===== src/rtl/ps2_host_tx_if.sv =====
// ps2_host_tx_if: handshake, status and pad bundle for the PS/2 host transmitter.
//   tx_valid/tx_data/tx_ready : command-byte request handshake
//   busy/done/err/err_code    : transfer status
//   ps2_clk_in/ps2_data_in    : pad values read back from the open-collector lines
//   ps2_clk_oe/ps2_data_oe    : 1 pulls the corresponding line low
// slave is the transmitter side; master is the requester and pad side.
interface ps2_host_tx_if;
  logic       tx_valid;
  logic [7:0] tx_data;
  logic       tx_ready;
  logic       busy;
  logic       done;
  logic       err;
  logic [1:0] err_code;
  logic       ps2_clk_in;
  logic       ps2_data_in;
  logic       ps2_clk_oe;
  logic       ps2_data_oe;

  modport slave (
    input  tx_valid, tx_data, ps2_clk_in, ps2_data_in,
    output tx_ready, busy, done, err, err_code, ps2_clk_oe, ps2_data_oe
  );

  modport master (
    output tx_valid, tx_data, ps2_clk_in, ps2_data_in,
    input  tx_ready, busy, done, err, err_code, ps2_clk_oe, ps2_data_oe
  );
endinterface


===== src/rtl/ps2_host_tx.sv =====
// ps2_host_tx: host-to-device PS/2 command transmitter.
// Inhibits the device clock, issues a request-to-send, then shifts one byte
// plus odd parity and stop on the device's falling clock edges and checks
// the device acknowledge.
//   clk : system clock
//   rst : asynchronous reset, active low
//   bus : ps2_host_tx_if.slave (handshake, status, pad in / pad pull-down)
// err_code: 01 start timeout, 10 transfer timeout, 11 NACK; held until next err.
module ps2_host_tx #(
  parameter int unsigned INHIBIT_CYCLES       = 12000,
  parameter int unsigned START_TIMEOUT_CYCLES = 1500000,
  parameter int unsigned XFER_TIMEOUT_CYCLES  = 200000
) (
  input  logic         clk,
  input  logic         rst,
  ps2_host_tx_if.slave bus
);

  localparam logic [20:0] INHIBIT_LAST = 21'(INHIBIT_CYCLES - 1);
  localparam logic [20:0] START_LAST   = 21'(START_TIMEOUT_CYCLES - 1);
  localparam logic [20:0] XFER_LAST    = 21'(XFER_TIMEOUT_CYCLES - 1);

  typedef enum logic [2:0] {
    S_IDLE,
    S_INHIBIT,
    S_START,
    S_WAIT_CLK,
    S_SHIFT,
    S_ACK,
    S_WAIT_IDLE
  } state_e;

  typedef enum logic [1:0] {
    ERR_NONE  = 2'b00,
    ERR_START = 2'b01,
    ERR_XFER  = 2'b10,
    ERR_NACK  = 2'b11
  } err_e;

  state_e      state_q, state_d;
  logic [20:0] cnt_q, cnt_d;
  logic [20:0] cnt_inc;
  logic [9:0]  frame_q, frame_d;   // {stop, parity, data}; bit 0 is on the line
  logic [3:0]  idx_q, idx_d;       // frame bit index currently driven
  logic        clk_oe_q, clk_oe_d;
  logic        data_oe_q, data_oe_d;
  logic        done_q, done_d;
  logic        err_q, err_d;
  logic [1:0]  err_code_q, err_code_d;
  logic [2:0]  clk_sync_q, clk_sync_d;   // [1] synchronized, [2] previous
  logic [1:0]  data_sync_q, data_sync_d;

  logic clk_s, data_s, clk_fall;
  logic xfer_phase, xfer_expired;

  always_comb begin
    clk_sync_d  = {clk_sync_q[1:0], bus.ps2_clk_in};
    data_sync_d = {data_sync_q[0], bus.ps2_data_in};
  end

  assign clk_s    = clk_sync_q[1];
  assign data_s   = data_sync_q[1];
  assign clk_fall = clk_sync_q[2] & ~clk_sync_q[1];
  assign cnt_inc  = cnt_q + 21'd1;

  // One timeout spans SHIFT, ACK and WAIT_IDLE, so it is checked ahead of
  // the per-state logic rather than repeated in each branch.
  assign xfer_phase   = (state_q == S_SHIFT) || (state_q == S_ACK) ||
                        (state_q == S_WAIT_IDLE);
  assign xfer_expired = (cnt_q >= XFER_LAST);

  always_comb begin
    state_d    = state_q;
    cnt_d      = cnt_q;
    frame_d    = frame_q;
    idx_d      = idx_q;
    clk_oe_d   = clk_oe_q;
    data_oe_d  = data_oe_q;
    done_d     = 1'b0;
    err_d      = 1'b0;
    err_code_d = err_code_q;

    if (xfer_phase && xfer_expired) begin
      state_d    = S_IDLE;
      err_d      = 1'b1;
      err_code_d = ERR_XFER;
      clk_oe_d   = 1'b0;
      data_oe_d  = 1'b0;
    end else begin
      case (state_q)
        S_IDLE: begin
          clk_oe_d  = 1'b0;
          data_oe_d = 1'b0;
          if (bus.tx_valid) begin
            frame_d  = {1'b1, ~^bus.tx_data, bus.tx_data};
            idx_d    = 4'd0;
            cnt_d    = '0;
            clk_oe_d = 1'b1;
            state_d  = S_INHIBIT;
          end
        end

        S_INHIBIT: begin
          if (cnt_q >= INHIBIT_LAST) begin
            cnt_d     = '0;
            data_oe_d = 1'b1;
            state_d   = S_START;
          end else begin
            cnt_d = cnt_inc;
          end
        end

        S_START: begin
          cnt_d    = '0;
          clk_oe_d = 1'b0;
          state_d  = S_WAIT_CLK;
        end

        // The start bit stays on the line until the device's first edge.
        S_WAIT_CLK: begin
          if (clk_fall) begin
            idx_d     = 4'd0;
            data_oe_d = ~frame_q[0];
            cnt_d     = '0;
            state_d   = S_SHIFT;
          end else if (cnt_q >= START_LAST) begin
            state_d    = S_IDLE;
            err_d      = 1'b1;
            err_code_d = ERR_START;
            data_oe_d  = 1'b0;
          end else begin
            cnt_d = cnt_inc;
          end
        end

        S_SHIFT: begin
          cnt_d = cnt_inc;
          if (clk_fall) begin
            frame_d   = {1'b0, frame_q[9:1]};
            idx_d     = idx_q + 4'd1;
            data_oe_d = ~frame_q[1];
            if (idx_q == 4'd8) begin
              state_d = S_ACK;
            end
          end
        end

        S_ACK: begin
          cnt_d = cnt_inc;
          if (clk_fall) begin
            if (data_s) begin
              state_d    = S_IDLE;
              err_d      = 1'b1;
              err_code_d = ERR_NACK;
              clk_oe_d   = 1'b0;
              data_oe_d  = 1'b0;
            end else begin
              state_d = S_WAIT_IDLE;
            end
          end
        end

        S_WAIT_IDLE: begin
          cnt_d = cnt_inc;
          if (clk_s && data_s) begin
            done_d  = 1'b1;
            state_d = S_IDLE;
          end
        end

        default: begin
          state_d   = S_IDLE;
          clk_oe_d  = 1'b0;
          data_oe_d = 1'b0;
        end
      endcase
    end
  end

  always_ff @(posedge clk or negedge rst) begin
    if (!rst) begin
      state_q     <= S_IDLE;
      cnt_q       <= '0;
      frame_q     <= '0;
      idx_q       <= '0;
      clk_oe_q    <= 1'b0;
      data_oe_q   <= 1'b0;
      done_q      <= 1'b0;
      err_q       <= 1'b0;
      err_code_q  <= ERR_NONE;
      clk_sync_q  <= '1;
      data_sync_q <= '1;
    end else begin
      state_q     <= state_d;
      cnt_q       <= cnt_d;
      frame_q     <= frame_d;
      idx_q       <= idx_d;
      clk_oe_q    <= clk_oe_d;
      data_oe_q   <= data_oe_d;
      done_q      <= done_d;
      err_q       <= err_d;
      err_code_q  <= err_code_d;
      clk_sync_q  <= clk_sync_d;
      data_sync_q <= data_sync_d;
    end
  end

  assign bus.tx_ready    = (state_q == S_IDLE);
  assign bus.busy        = (state_q != S_IDLE);
  assign bus.done        = done_q;
  assign bus.err         = err_q;
  assign bus.err_code    = err_code_q;
  assign bus.ps2_clk_oe  = clk_oe_q;
  assign bus.ps2_data_oe = data_oe_q;

endmodule

===== src/flat_wrapper.sv =====
// flat-port wrapper written by rule: the top's interface ports become plain ports
module ps2_host_tx_flat 
#(
  parameter int unsigned INHIBIT_CYCLES       = 12000,
  parameter int unsigned START_TIMEOUT_CYCLES = 1500000,
  parameter int unsigned XFER_TIMEOUT_CYCLES  = 200000
)
  (clk, rst, bus_tx_valid, bus_tx_data, bus_ps2_clk_in, bus_ps2_data_in, bus_tx_ready, bus_busy, bus_done, bus_err, bus_err_code, bus_ps2_clk_oe, bus_ps2_data_oe);
  ps2_host_tx_if bus_i ();
  input  logic clk;
  input  logic rst;
  input wire logic [$bits(bus_i.tx_valid)-1:0] bus_tx_valid;
  input wire logic [$bits(bus_i.tx_data)-1:0] bus_tx_data;
  input wire logic [$bits(bus_i.ps2_clk_in)-1:0] bus_ps2_clk_in;
  input wire logic [$bits(bus_i.ps2_data_in)-1:0] bus_ps2_data_in;
  output wire logic [$bits(bus_i.tx_ready)-1:0] bus_tx_ready;
  output wire logic [$bits(bus_i.busy)-1:0] bus_busy;
  output wire logic [$bits(bus_i.done)-1:0] bus_done;
  output wire logic [$bits(bus_i.err)-1:0] bus_err;
  output wire logic [$bits(bus_i.err_code)-1:0] bus_err_code;
  output wire logic [$bits(bus_i.ps2_clk_oe)-1:0] bus_ps2_clk_oe;
  output wire logic [$bits(bus_i.ps2_data_oe)-1:0] bus_ps2_data_oe;
  assign bus_i.tx_valid = bus_tx_valid;
  assign bus_i.tx_data = bus_tx_data;
  assign bus_i.ps2_clk_in = bus_ps2_clk_in;
  assign bus_i.ps2_data_in = bus_ps2_data_in;
  assign bus_tx_ready = bus_i.tx_ready;
  assign bus_busy = bus_i.busy;
  assign bus_done = bus_i.done;
  assign bus_err = bus_i.err;
  assign bus_err_code = bus_i.err_code;
  assign bus_ps2_clk_oe = bus_i.ps2_clk_oe;
  assign bus_ps2_data_oe = bus_i.ps2_data_oe;
  ps2_host_tx #(.INHIBIT_CYCLES(INHIBIT_CYCLES), .START_TIMEOUT_CYCLES(START_TIMEOUT_CYCLES), .XFER_TIMEOUT_CYCLES(XFER_TIMEOUT_CYCLES)) u_core (.clk(clk), .rst(rst), .bus(bus_i));
endmodule

===== config.mk =====
export PLATFORM = sky130hd
export DESIGN_NAME = ps2_host_tx_flat
export DESIGN_NICKNAME = d
export VERILOG_FILES = /design/src/rtl/ps2_host_tx_if.sv /design/src/rtl/ps2_host_tx.sv /design/src/flat_wrapper.sv
export SDC_FILE = /design/constraint.sdc
export NUM_CORES = 1
export LEC_CHECK = 0
export ABC_CLOCK_PERIOD_IN_PS = 2600
export BUFFER_PORTS_ARGS = -buffer_cell sky130_fd_sc_hd__buf_2
export CAP_MARGIN = 25
export CORE_UTILIZATION = 45
export CTS_BUF_LIST = sky130_fd_sc_hd__clkbuf_16
export DETAILED_ROUTE_END_ITERATION = 10
export GPL_ROUTABILITY_DRIVEN = 0
export SETUP_SLACK_MARGIN = 0.5
export SLEW_MARGIN = 40
export SYNTH_ARGS = -nofsm -noshare
export SYNTH_HDL_FRONTEND = slang
export SYNTH_SLANG_ARGS = --single-unit

===== constraint.sdc =====
create_clock -name clk -period 2.6 [get_ports clk]
set_clock_uncertainty 0.1 [all_clocks]
set_input_delay 0.39 -clock clk [delete_from_list [all_inputs] [get_ports clk]]
set_output_delay 0.39 -clock clk [all_outputs]
set_load 0.1 [all_outputs]

== After elaboration in Yosys (flattened, before gate mapping) ==
Cells that the tools add are included.

* Order comparisons: 3
* Reductions and logical operators: 21
* Equality and inequality tests: 23
* Multiplexer cells: 49
* Add/sub/neg operators: 2
* Bitwise gates (word level): 5

{| class="wikitable"
|+ Operators by type and width
! cell !! number
|-
| 21-bit case mux with 5 select lines || 1
|-
| 21-bit two-way mux || 4
|-
| 3-bit two-way mux || 10
|-
| 21-bit by 1-bit adder with 21-bit output, second input constant || 1
|-
| 21-bit by 14-bit greater-or-equal comparator with 1-bit output, second input constant || 1
|-
| 21-bit by 18-bit greater-or-equal comparator with 1-bit output, second input constant || 1
|-
| 21-bit greater-or-equal comparator, second input constant || 1
|-
| 3-bit case mux with 7 select lines || 1
|-
| 10-bit two-way mux || 2
|-
| 10-bit case mux with 2 select lines || 1
|-
| 1-bit two-way mux || 17
|-
| 3-bit by 2-bit != test with 1-bit output, second input constant || 5
|-
| 4-bit two-way mux || 3
|-
| 4-bit case mux with 3 select lines || 1
|-
| 2-bit two-way mux || 5
|-
| 5-bit AND reduction || 2
|-
| 3-bit == test, second input constant || 3
|-
| 3-bit != test, second input constant || 3
|-
| 3-bit nonzero test || 3
|-
| 2-bit by 1-bit != test with 1-bit output, second input constant || 4
|-
| 4-bit AND reduction || 2
|-
| 8-bit XNOR reduction || 1
|-
| 7-bit AND reduction || 1
|-
| 3-bit by 2-bit == test with 1-bit output, second input constant || 2
|-
| 22 further kinds || 28
|}

* Output and inout bits: 8
* Input port bits: 13
* Register bits after elaboration: 49
* Logic and storage cells: 114

== Logic depth before layout (Yosys ltp) ==
* Depth in word-level cells: 6
* Mapped depth: 9
* Gate-level depth less buffers: 8

== Worst setup path after synthesis ==
OpenSTA, ideal clock, no wires.

* Kind: reg2out
* Start: register u_core.state_q[1]
* End: output bus_busy
* Data required time: 2.110 ns
* Cell stages (with the launch flop): 4
* Slack: -1.966 ns
* Arrival time: 4.076 ns
* Path buffers: 1
* Path through: dfrtp_1 > clkbuf_1 > nor3_1 > inv_1

* Word-level cells in the longest chain between the ends: 1

{| class="wikitable"
|+ Ends and longest elaborated chain
! what !! line !! source
|-
| from (decl) || ps2_host_tx.sv:40 || <nowiki>state_e state_q, state_d;</nowiki>
|-
| from (signal assigned) || ps2_host_tx.sv:194 || <nowiki>state_q <= state_d;</nowiki>
|-
| 3-bit nonzero test || ps2_host_tx.sv:209 || <nowiki>assign bus.busy = (state_q != S_IDLE);</nowiki>
|-
| to (decl) || flat_wrapper.sv:17 || <nowiki>output wire logic [$bits(bus_i.busy)-1:0] bus_busy;</nowiki>
|}

Every way passes these cells.

== Worst setup path after layout ==
* Start: register u_core.cnt_q[12]
* End: register u_core.cnt_q[18]

* Word-level cells in the longest chain between the ends: 4
* Elaborated cells between the ends (all ways): 12
* Those cells by class: 1 x add/sub; 3 x order compare; 1 x eq/ne; 4 x mux; 1 x bitwise; 2 x reduce/logical

{| class="wikitable"
|+ Ends and longest elaborated chain
! what !! line !! source
|-
| from (decl) || ps2_host_tx.sv:41 || <nowiki>logic [20:0] cnt_q, cnt_d;</nowiki>
|-
| from (signal assigned) || ps2_host_tx.sv:195 || <nowiki>cnt_q <= cnt_d;</nowiki>
|-
| 21-bit by 1-bit adder with 21-bit output or 21-bit by 18-bit greater-or-equal comparator with 1-bit output (tied branches) || ps2_host_tx.sv:64, ps2_host_tx.sv:70 ||
|-
| 21-bit two-way mux or 1-bit logical AND (tied branches) || ps2_host_tx.sv:126, ps2_host_tx.sv:83 ||
|-
| 21-bit two-way mux or 1-bit inverter (tied branches) || n/a ||
|-
| 21-bit case mux with 5 select lines or 4-bit AND reduction (tied branches) || n/a ||
|}

Several ways; a longest one is shown, not always the timed one. The select of a mux whose other input is x is not followed.
A chain may end at the register's enable or synchronous reset.

==> summary.txt <==
Clock tree
  – Inserted Clock Buffers: 5
  – H-tree Lvls: 2
  – Clk pin slew, worst setup/hold paths: 0.07 ns
  – TritonCTS clock tree: done
  – Clock Sinks: 49
  – CTS root buf: clkbuf_16
  – Clk_lat worst skew: 0.30 ns
  – Hold Buf Count CTS: 0
  – CTS Buffer Depth: 2

Yosys
  – Syn_area_per_cell: 8.72 µm²
  – Top FF cell, synth: dfrtp_1
  – EDFF count, synth: 0
  – Mapped cell area: 3170 µm²
  – Share of flip-flops with an asynchronous set or reset: 100%
  – Synth warn: 0
  – Mapped Cells: 364
  – #FFs+latches synth: 49
  – Synth Net Count: 380
  – Commonest cells in the synthesized netlist: dfrtp_1 (44), nand2_1 (35), nand3_1 (26), nor2_1 (22), o21ai_0 (20)
  – Post-synthesis sequential area ratio: 38.8%
  – Most common cell in the synthesized netlist: dfrtp_1
  – Yosys cell types: 63
  – Dominant cell type by area after synthesis: dfrtp_1
  – Post-synth top area share: 34.7%
  – Synth top area cells: dfrtp_1 (35%), mux2i_1 (4.7%), dfstp_2 (4.1%), nand2_1 (4.1%), nand3_1 (4.1%)

Routing
  – Drc violations: 0
  – Drt pass-1 iters: 5
  – Iter 0 DRT Violations: 263
  – Avg Vias per Cell: 5.96
  – Final antenna-violating net count: 0
  – Final WL: 8780 µm
  – Routed wire per std cell: 17.1 µm
  – Vias: 3,049

Final layout
  – Cell area after layout: 4290 µm²
  – Post-layout nets: 431
  – Diodes inserted: 0
  – Layout cells sized above 1: 37.7%
  – Layout Cells excl Fill: 512
  – P&R area growth vs syn: 35.1%

GRT
  – Maximum number of pins on one net before global-route repair: 50
  – Vias in the first global route: 2,831
  – Grt met3 use: 2.89%
  – GRT Residual Overflow: 0
  – Most used routing layer in global routing: met2
  – GR Util met2: 37.5%
  – Initial antenna violation count: 0
  – M1 GR Usage: 37.1%
  – Gr usage total: 24.6%
  – First-pass GRT wire length: 14,300 µm

Critical path
  – WP depth: 7
  – Critical path's slowest cell: or4_1
  – CP max FO: 6
  – Reg2reg path depth: 7
  – CP startpoint kind: register
  – Reg2reg setup slack: 0.27 ns
  – Critical path's top delay family: simple AND/OR/NAND/NOR gates
  – Setup Crit Path Kind: register to register
  – Worst path required time: 2.73 ns
  – Crit path arrival time: 2.45 ns
  – Critical-path cell list: or3_1 -> a22o_1 -> a211oi_4 -> nor2_4 -> buf_6 -> or4_1 -> a21oi_2
  – Largest stage delay, worst path: 0.52 ns
  – Endpoint type of the worst setup path: register
  – Worst Path Buf+Inv: 1

Floorplanning
  – Chip Width: 86.0 µm
  – Placeable Area: 6790 µm²
  – IO Count: 21
  – Die Span Y: 86.0 µm
  – Initial core utilization: 46.7%
  – Cell row count: 30
  – Die ar.: 7390 µm²

Flow run
  – Max-cap viol count: 0

Place
  – Final HPWL DP: 5760 µm
  – Dpl cells: 480
  – Port buffer count: 20
  – Placed inst area: 3660 µm²
  – Setup WS pre-CTS: 0.121 ns

STA
  – Final worst-path setup slack: 0.271 ns
  – RSZ-0062 raised after global routing: true
  – Final min period: 2.33 ns
  – Setup_tns: 0 ns
  – Setup Viol. Count Final: 0
  – Final worst-path cycle share: 89.6%
  – Final hold vios: 0
  – Tightest Pin Transition: 0.635 ns
  – Final Slew Violations: 0
  – Relative slew margins: 57.7%
  – Highest clock rate: 429 MHz
  – Hold WS: 0.0834 ns

Worst hold path
  – Worst Hold Class: input pin to register
  – WHS Path Cells: 1

Power and ir drop
  – Peak VDD IR: 645 µV
  – Power per Cell Area: 851 nW/µm²
  – Lkg Pwr: 1.68 nW

Outcome
  – Status: finished, final reports clean
kinds of logic (layout without fill, tap and decap cells):
logic type               after synthesis  in the layout  synth area share [%]
flip-flops                            49             49                  38.8
AND/OR/NAND/NOR                      170            170                  29.8
AO/OA/AOI/OAI                         84             84                  18.1
buffers and inverters                 35             87                  5.01
multiplexers                          16             16                  5.09
XOR/XNOR                               7              7                  1.93
adder cells (fa/ha/maj)                3              3                  1.18
state kept, by name, indices dropped and copies added, names as in the netlist:
| register | cells |
|---|---|
| u_core.idx_q | 4 |
| u_core.bus.done | 1 |
| u_core.state_q | 3 |
| u_core.bus.ps2_data_oe | 1 |
| u_core.data_sync_q | 2 |
| u_core.bus.err_code | 2 |
| u_core.bus.err | 1 |
| u_core.frame_q | 10 |
| u_core.bus.ps2_clk_oe | 1 |
| u_core.cnt_q | 21 |
| u_core.clk_sync_q | 3 |
metal layers:
layer	part of all wire [%]	vias up	routed length (µm)
met1	49	1467	4280
met3	4.8	11	420
met2	45	95	3990
li1	-	1476	-
met4	0.97	0	85
met5	0	-	0
area by class of cell:
class	count	area [µm²]
fillers	561	2510
well taps	96	120
clock buffers	5	125
flip-flops and latches	49	1240
multi-input cells	280	2150
repair buffers	70	579
inverters	9	33.8
clock inverters	3	33.8
report_power, final:
| part | total [mW] | internal [mW] | leakage (nW) | switching (mW) |
|---|---|---|---|---|
| clock network | 0.694 | 0.369 | 0.0767 | 0.325 |
| logic | 1.86 | 0.699 | 0.989 | 1.16 |
| registers | 1.09 | 0.927 | 0.619 | 0.164 |
what timing repair did:
action | in CTS | in global routing
endpoints found under the setup margin | 43 | 44
cloned | 1 | 1
setup buffers | 17 | 5
pin swaps | 6 | 10
gates resized for setup | 36 | 32
metrics by stage:
stage	util, %	power, mW
after CTS	60.2	3.51
after global routing	63.1	3.84
after detailed placement	53.8	2.68
after floorplan	-	2.30
after global placement	53.8	2.67
final	63.1	3.65
cell usage in the layout (no fill, tap or decap), types with 4 or more instances in the layout:
cell type and n:
o21ai_0 8, nor4_4 5, o21ai_1 12, and3_1 5, buf_4 43, dfstp_2 5, nand2_1 32, mux2i_1 15
xnor2_1 6, nand3_1 15, a21oi_2 4, nor3_1 7, nand4_1 9, or3_1 5, clkbuf_16 6, nand4b_1 4
nor2_1 18, inv_1 9, buf_2 18, dfrtp_1 34, dfrtp_2 10, nand2b_1 6, buf_12 4, a21oi_1 12
nand3_2 10, or4_1 7, o31ai_1 10
worst paths after layout:
check | endpoint | from
worst min-delay path | u_core.clk_sync_q[0] | bus_ps2_clk_in
worst max-delay path | u_core.cnt_q[18] | u_core.cnt_q[12]
worst max register to register | u_core.cnt_q[18] | u_core.cnt_q[12]
max in group asynchronous | u_core.cnt_q[11] | rst
worst min register to register | u_core.data_sync_q[1] | u_core.data_sync_q[0]
min in group asynchronous | u_core.bus.ps2_clk_oe | rst
No activity file was read; power rests on OpenSTA's default activity.
